--- src/rtl/xcoord_move_ctrl.sv ---
// xcoord_move_ctrl: turns button/tick/respawn requests into clamped up/dw/ld strobes for the X counter
module xcoord_move_ctrl #(
  parameter logic [7:0] X_MIN    = 8'd0,
  parameter logic [7:0] X_MAX    = 8'd159,
  parameter logic [3:0] MOVE_DIV = 4'd1
) (
  input  logic       clk,
  input  logic       reset,
  input  logic       frame_tick,
  input  logic       btn_left,
  input  logic       btn_right,
  input  logic       respawn_req,
  input  logic [7:0] spawn_x,
  input  logic [7:0] xcoord,
  output logic       up,
  output logic       dw,
  output logic       ld,
  output logic [7:0] ld_data,
  output logic       busy,
  output logic       at_left,
  output logic       at_right
);
  localparam logic [1:0] IDLE   = 2'd0;
  localparam logic [1:0] LOAD   = 2'd1;
  localparam logic [1:0] SETTLE = 2'd2;
  localparam logic [1:0] MOVE   = 2'd3;
  logic [1:0] state_q, state_d;
  logic [3:0] move_cnt_q, move_cnt_d;
  logic [7:0] spawn_q, spawn_d, ld_data_q, ld_data_d, spawn_clamp;
  logic       pend_q, pend_d, up_q, up_d, dw_q, dw_d, ld_q, ld_d, busy_q, busy_d;
  logic       at_left_q, at_left_d, at_right_q, at_right_d;
  logic       idle, go_load, move_ok;
  always_comb begin
    spawn_clamp = spawn_x <= X_MIN ? X_MIN : spawn_x >= X_MAX ? X_MAX : spawn_x;
    spawn_d     = respawn_req ? spawn_clamp : spawn_q;
    idle        = state_q == IDLE;
    go_load     = idle && (pend_q || respawn_req);
    // a pending or fresh respawn always suppresses the move on this tick
    move_ok     = idle && frame_tick && move_cnt_q == 4'd0 && !pend_q && !respawn_req
                  && (btn_left ^ btn_right);
    up_d        = move_ok && btn_right && xcoord < X_MAX;
    dw_d        = move_ok && btn_left && xcoord > X_MIN;
    ld_d        = go_load;
    ld_data_d   = go_load ? spawn_d : 8'd0;
    busy_d      = go_load || state_q == LOAD;
    pend_d      = go_load ? 1'b0 : (pend_q || respawn_req);
    state_d     = go_load ? LOAD : (up_d || dw_d) ? MOVE : state_q == LOAD ? SETTLE : IDLE;
    move_cnt_d  = !(btn_left || btn_right) ? 4'd0
                : (up_d || dw_d) ? MOVE_DIV - 4'd1
                : (frame_tick && move_cnt_q != 4'd0) ? move_cnt_q - 4'd1 : move_cnt_q;
    at_left_d   = xcoord <= X_MIN;
    at_right_d  = xcoord >= X_MAX;
  end
  always_ff @(posedge clk or negedge reset) begin
    if (!reset) begin
      state_q    <= IDLE;
      move_cnt_q <= 4'd0;
      spawn_q    <= 8'd0;
      pend_q     <= 1'b0;
      up_q       <= 1'b0;
      dw_q       <= 1'b0;
      ld_q       <= 1'b0;
      ld_data_q  <= 8'd0;
      busy_q     <= 1'b0;
      at_left_q  <= 1'b0;
      at_right_q <= 1'b0;
    end else begin
      state_q    <= state_d;
      move_cnt_q <= move_cnt_d;
      spawn_q    <= spawn_d;
      pend_q     <= pend_d;
      up_q       <= up_d;
      dw_q       <= dw_d;
      ld_q       <= ld_d;
      ld_data_q  <= ld_data_d;
      busy_q     <= busy_d;
      at_left_q  <= at_left_d;
      at_right_q <= at_right_d;
    end
  end
  assign up       = up_q;
  assign dw       = dw_q;
  assign ld       = ld_q;
  assign ld_data  = ld_data_q;
  assign busy     = busy_q;
  assign at_left  = at_left_q;
  assign at_right = at_right_q;
endmodule

--- config.mk ---
export PLATFORM = sky130hd
export DESIGN_NAME = xcoord_move_ctrl
export DESIGN_NICKNAME = d
export VERILOG_FILES = /design/src/rtl/xcoord_move_ctrl.sv
export SDC_FILE = /design/constraint.sdc
export NUM_CORES = 1
export LEC_CHECK = 0
export CORE_UTILIZATION = 35
export DETAILED_ROUTE_END_ITERATION = 7
export DONT_BUFFER_PORTS = 1
export GPL_ROUTABILITY_DRIVEN = 0
export PLACE_DENSITY_LB_ADDON = 0.3
export SETUP_SLACK_MARGIN = 0.4
export SLEW_MARGIN = 20
export SYNTH_ARGS = -nofsm -noshare
export SYNTH_HDL_FRONTEND = slang
export SYNTH_SLANG_ARGS = --single-unit
export TNS_END_PERCENT = 10
--- constraint.sdc ---
create_clock -name clk -period 4.1 [get_ports clk]
set_clock_uncertainty 0.15 [all_clocks]
set_input_delay 1.025 -clock clk [delete_from_list [all_inputs] [get_ports clk]]
set_output_delay 1.025 -clock clk [all_outputs]
set_load 0.005 [all_outputs]
======== After elaboration in Yosys (flattened, before gate mapping) ========
Index checks and enable logic that the tools add are counted.
storage, ports and cells
  register bits ........................... 29
  input port bits ......................... 22
  output and inout bits ................... 14
  word-level logic and storage cells ...... 52
operators by class
  add/subtract/negate cells ............... 1
  order comparisons ....................... 6
  equal/unequal tests ..................... 2
  muxes and demuxes ....................... 11
  bitwise logic cells ..................... 1
  reductions and logical operators ........ 20
operators by type and width
  cell                 count
  $mux 8               4
  $ge 8x8->1 const B   2
  $le 8x1->1 const B   2
  $mux 4               3
  $logic_and 1x1->1    11
  $gt 8x1->1 const B   1
  $lt 8x8->1 const B   1
  $mux 2               3
  $logic_not 4->1      1
  $logic_or 1x1->1     4
  $reduce_bool 4->1    1
  $sub 4x1->4 const B  1
  $ne 3x2->1 const B   1
  $eq 2x1->1 const B   1
  $logic_not 1->1      2
  $logic_not 2->1      1
  $mux 1               1
  $xor 1x1->1          1

======== Depth between registers and ports, before layout ========
  depth in word-level cells ............... 11
  gate-level depth with buffers ........... 6

======== Least setup slack after synthesis ========
OpenSTA, ideal clock, no wires.
  kind .................................... input-to-reg
  start point ............................. input port xcoord[4]
  end point ............................... register state_q[0]
  arrival time ............................ 2.007 ns
  data required time ...................... 3.826 ns
  path slack .............................. 1.819 ns
  cell stages on the path ................. 4
  cell sequence ........................... or4_4 > o21ai_2 > a21oi_2 > or2_1
between the ends
  word-level cells in the longest chain between the ends .. 5
  elaborated cells between the ends (all ways) .. 7
  those cells by class .................... order compare: 2; mux: 2; reduce/logical: 3
RTL lines
  item                                             RTL line  source
  start: declaration                               14        input logic [7:0] xcoord,
  $lt 8x8->1 / $gt 8x1->1 (equally long branches)  41, 42
  $logic_and 1x1->1 (on tied branches)             41, 42
  $logic_or 1x1->1 (*)                             47        state_d = go_load ? LOAD : (up_d || dw_d) ? MOVE : state_q == LOAD ? SETTLE : IDLE;
  $mux 2 (*) (2 in series)                         47
  net state_d[0]                                   27        logic [1:0] state_q, state_d;
  end signal: assignment                           68        state_q <= state_d;
  end: declaration                                 27
The timed path passes the listed nets; every way through them passes the cells marked *.
A chain may end at the register's enable or synchronous reset.

======== Worst setup path in the final report ========
  start point ............................. input port xcoord[4]
  end point ............................... register move_cnt_q[1]
between the ends
  word-level cells in the longest chain between the ends .. 5
  elaborated cells between the ends (all ways) .. 8
  those cells by class .................... order compare: 2; eq/ne: 1; mux: 2; reduce/logical: 3
RTL lines
  item                                             RTL line  source
  $lt 8x8->1 / $gt 8x1->1 (equally long branches)  41, 42
  $logic_and 1x1->1 (on tied branches)             41, 42
  $logic_or 1x1->1 (*)                             49        : (up_d || dw_d) ? MOVE_DIV - 4'd1
  $mux 4                                           49
  $mux 4                                           48        move_cnt_d = !(btn_left || btn_right) ? 4'd0
  end signal: assignment                           69        move_cnt_q <= move_cnt_d;
  end: declaration                                 28        logic [3:0] move_cnt_q, move_cnt_d;
Mark *: on every way between the ends. The rest lies on a longest branch, timed or not.

==> summary.txt <==
Run status
  • Status: finished clean

Place
  • Worst slack at placement: 1.76 ns
  • Placed cells: 139
  • PortBufs: 0
  • Detailed placement HPWL: 1380 um

Timing
  • Fmax: 0.501 GHz
  • Setup_tns: 0 ns
  • Final Max Slew Viols: 0
  • Worst-margin pin slew: 0.954 ns
  • RSZ-0062 raised after global routing: false
  • Rel. slew slack: 35.9%
  • Setup WS post-layout: 2.10 ns
  • Setup-failing EPs final: 0
  • Final period util: 48.7%
  • Tmin final: 2.00 ns
  • Fin. Hold Viols: 0

Global routing
  • Vias in the first global route: 775
  • Initial antenna violation count: 0
  • Total GRT Usage: 13.5%
  • First-pass GRT wire length: 3370 um
  • Largest net degree at the start of global routing: 30
  • Overflow after GRT: 0

Die
  • Ports: 36
  • Die W: 59.9 um
  • Initial Utilization: 37.8%
  • Site row count: 20
  • Die height: 59.9 um
  • Die area: 0.00359 mm^2
  • Core area: 0.00310 mm^2

Route
  • Metal-1 WL: 847 um
  • Drt first pass iters: 2
  • Detailed Route WL: 1970 um
  • Vias per cell: 5.01
  • Met3 Wirelength: 187 um
  • Uppermost layer routed: met4
  • DRC violations left: 0
  • Routed Antenna Nets: 0
  • DR WL/cell: 13.4 um
  • DRT iter0 DRCs: 47
  • Wire length on met2: 923 um
  • DR vias: 736

Power
  • Power per cell area: 609 mW/mm^2
  • Leakage: 0.587 nW
  • Peak supply drop: 0.292 mV

Setup path
  • Crit path max fanout: 4
  • CP Data Required Time: 4.18 ns
  • CP Capture Type: register
  • CP Launch Type: input pin
  • Worst EP arrival: 2.08 ns
  • R2R depth: 6
  • CP Class: in -> reg

Synth
  • Mean Syn Cell Area: 12.1 um^2
  • Mapped Nets: 122
  • Synth warn: 0
  • FFs w/ async S/R, synth: 100%
  • Top_reg_cell synth: dfrtp_1
  • EDFF count, synth: 0
  • Netlist cell types: 32
  • Cells after Synth: 97
  • Mapped cell area: 0.00117 mm^2
  • Number of synthesized register bits: 29
  • Sequential cell area fraction in the yosys report: 61.9%

Finish
  • # fillers: 320
  • Area Growth Syn to Fin: 11.2%
  • Most common cell after layout, fill and taps aside: dfrtp_1
  • Final core occ: 42.0%
  • Final nets: 127
  • Multi-input logic area: 419 um^2
  • FF+latch area: 726 um^2
  • Cell Count, Final, Fillers Out: 147
  • N_diodes: 0
  • Layout cell share with drive strength beyond 1: 13.6%
  • Most frequent cells in the layout: 29 x dfrtp_1, 10 x nor2_1, 9 x and2_1

Clocking
  • CTS Buffer Depth: 2
  • Clock root cell: clkbuf_4
  • Num CTS Buffers: 5
  • Worst-skew pair later-pin latency: 0.32 ns
  • CTS H-tree lvls: 2
  • TritonCTS Sinks: 29
  • Clock slew at reported path FFs: 0.09 ns
  • Post-CTS Hold Buffers: 0
  • CTS tree: built
  • Setup repair bufs after CTS: 0
  • Post-CTS Resized: 0

Run
  • Max-cap check violation count: 0

Worst hold path
  • Hold crit path type: in -> async
-- logic make-up after synthesis --
family | share of synthesized area, %
flip-flops | 61.9
buffers and inverters | 2.35
XOR/XNOR | 1.49
multiplexers | 0.960
AND/OR/NAND/NOR | 19.9
adder cells (fa/ha/maj) | 3.20
AO/OA/AOI/OAI | 10.2
-- critical path, stage by stage --
cell     delay [ns]
or4_4          0.52
o21ai_2        0.19
a21oi_2        0.10
nor4_2         0.24
-- per-layer routing --
layer,vias up,GRT usage (%)
li1,340,-
met3,2,7.14
met4,0,4.98
met5,-,0
met1,357,15.8
met2,37,20.8
-- final timing paths --
| check | end | slack [ns] | start |
|---|---|---|---|
| worst max register to register | move_cnt_q[0] | 2.15 | move_cnt_q[0] |
| worst min-delay path | pend_q | 0.24 | reset |
| worst max-delay path | move_cnt_q[1] | 2.10 | xcoord[4] |
| min in group clk | spawn_q[7] | 0.34 | spawn_q[7] |
| max in group asynchronous | up | 3.48 | reset |
| worst min register to register | spawn_q[7] | 0.34 | spawn_q[7] |
-- area by class of cell --
| cell class | instances | area share (%) |
|---|---|---|
| clock inverter | 1 | 2.30 |
| clock buffer | 7 | 4.22 |
| multi-input combinational | 61 | 32.1 |
| sequential | 29 | 55.7 |
| inverter | 5 | 1.44 |
| tap | 44 | 4.22 |
-- state kept, by name (all words and copies together), names as in the netlist --
register,count
at_left,1
busy,1
spawn_q,8
dw,1
at_right,1
state_q,2
move_cnt_q,4
ld,1
ld_data,8
pend_q,1
up,1
-- power breakdown --
group          internal, mW  switching, mW
sequential            0.361         0.0376
clock                 0.146         0.0965
combinational        0.0724         0.0812
-- cell usage after synthesis (2+ instances only) --
cell	instances	area, um^2
nor2_1	10	37.5
inv_1	4	15.0
nand3_1	3	15.0
nand2b_1	3	18.8
nand2_1	4	15.0
or4_4	2	22.5
nor3_1	3	15.0
dfrtp_1	29	726
a21oi_1	2	10.0
ha_1	3	37.5
and2_1	9	56.3
o22a_1	5	43.8
-- metrics by stage --
step | hold WS [ns] | area [um^2] | total power [mW]
finish | 0.239 | 1300 | 0.794
global route | 0.195 | 1300 | 0.857
CTS | 0.218 | 1300 | 0.808
detailed placement | 0.320 | 1220 | 0.561
global placement | 0.310 | 1220 | 0.555
floorplan | 0.297 | 1170 | 0.527
Power figures use the tool's default switching activity.
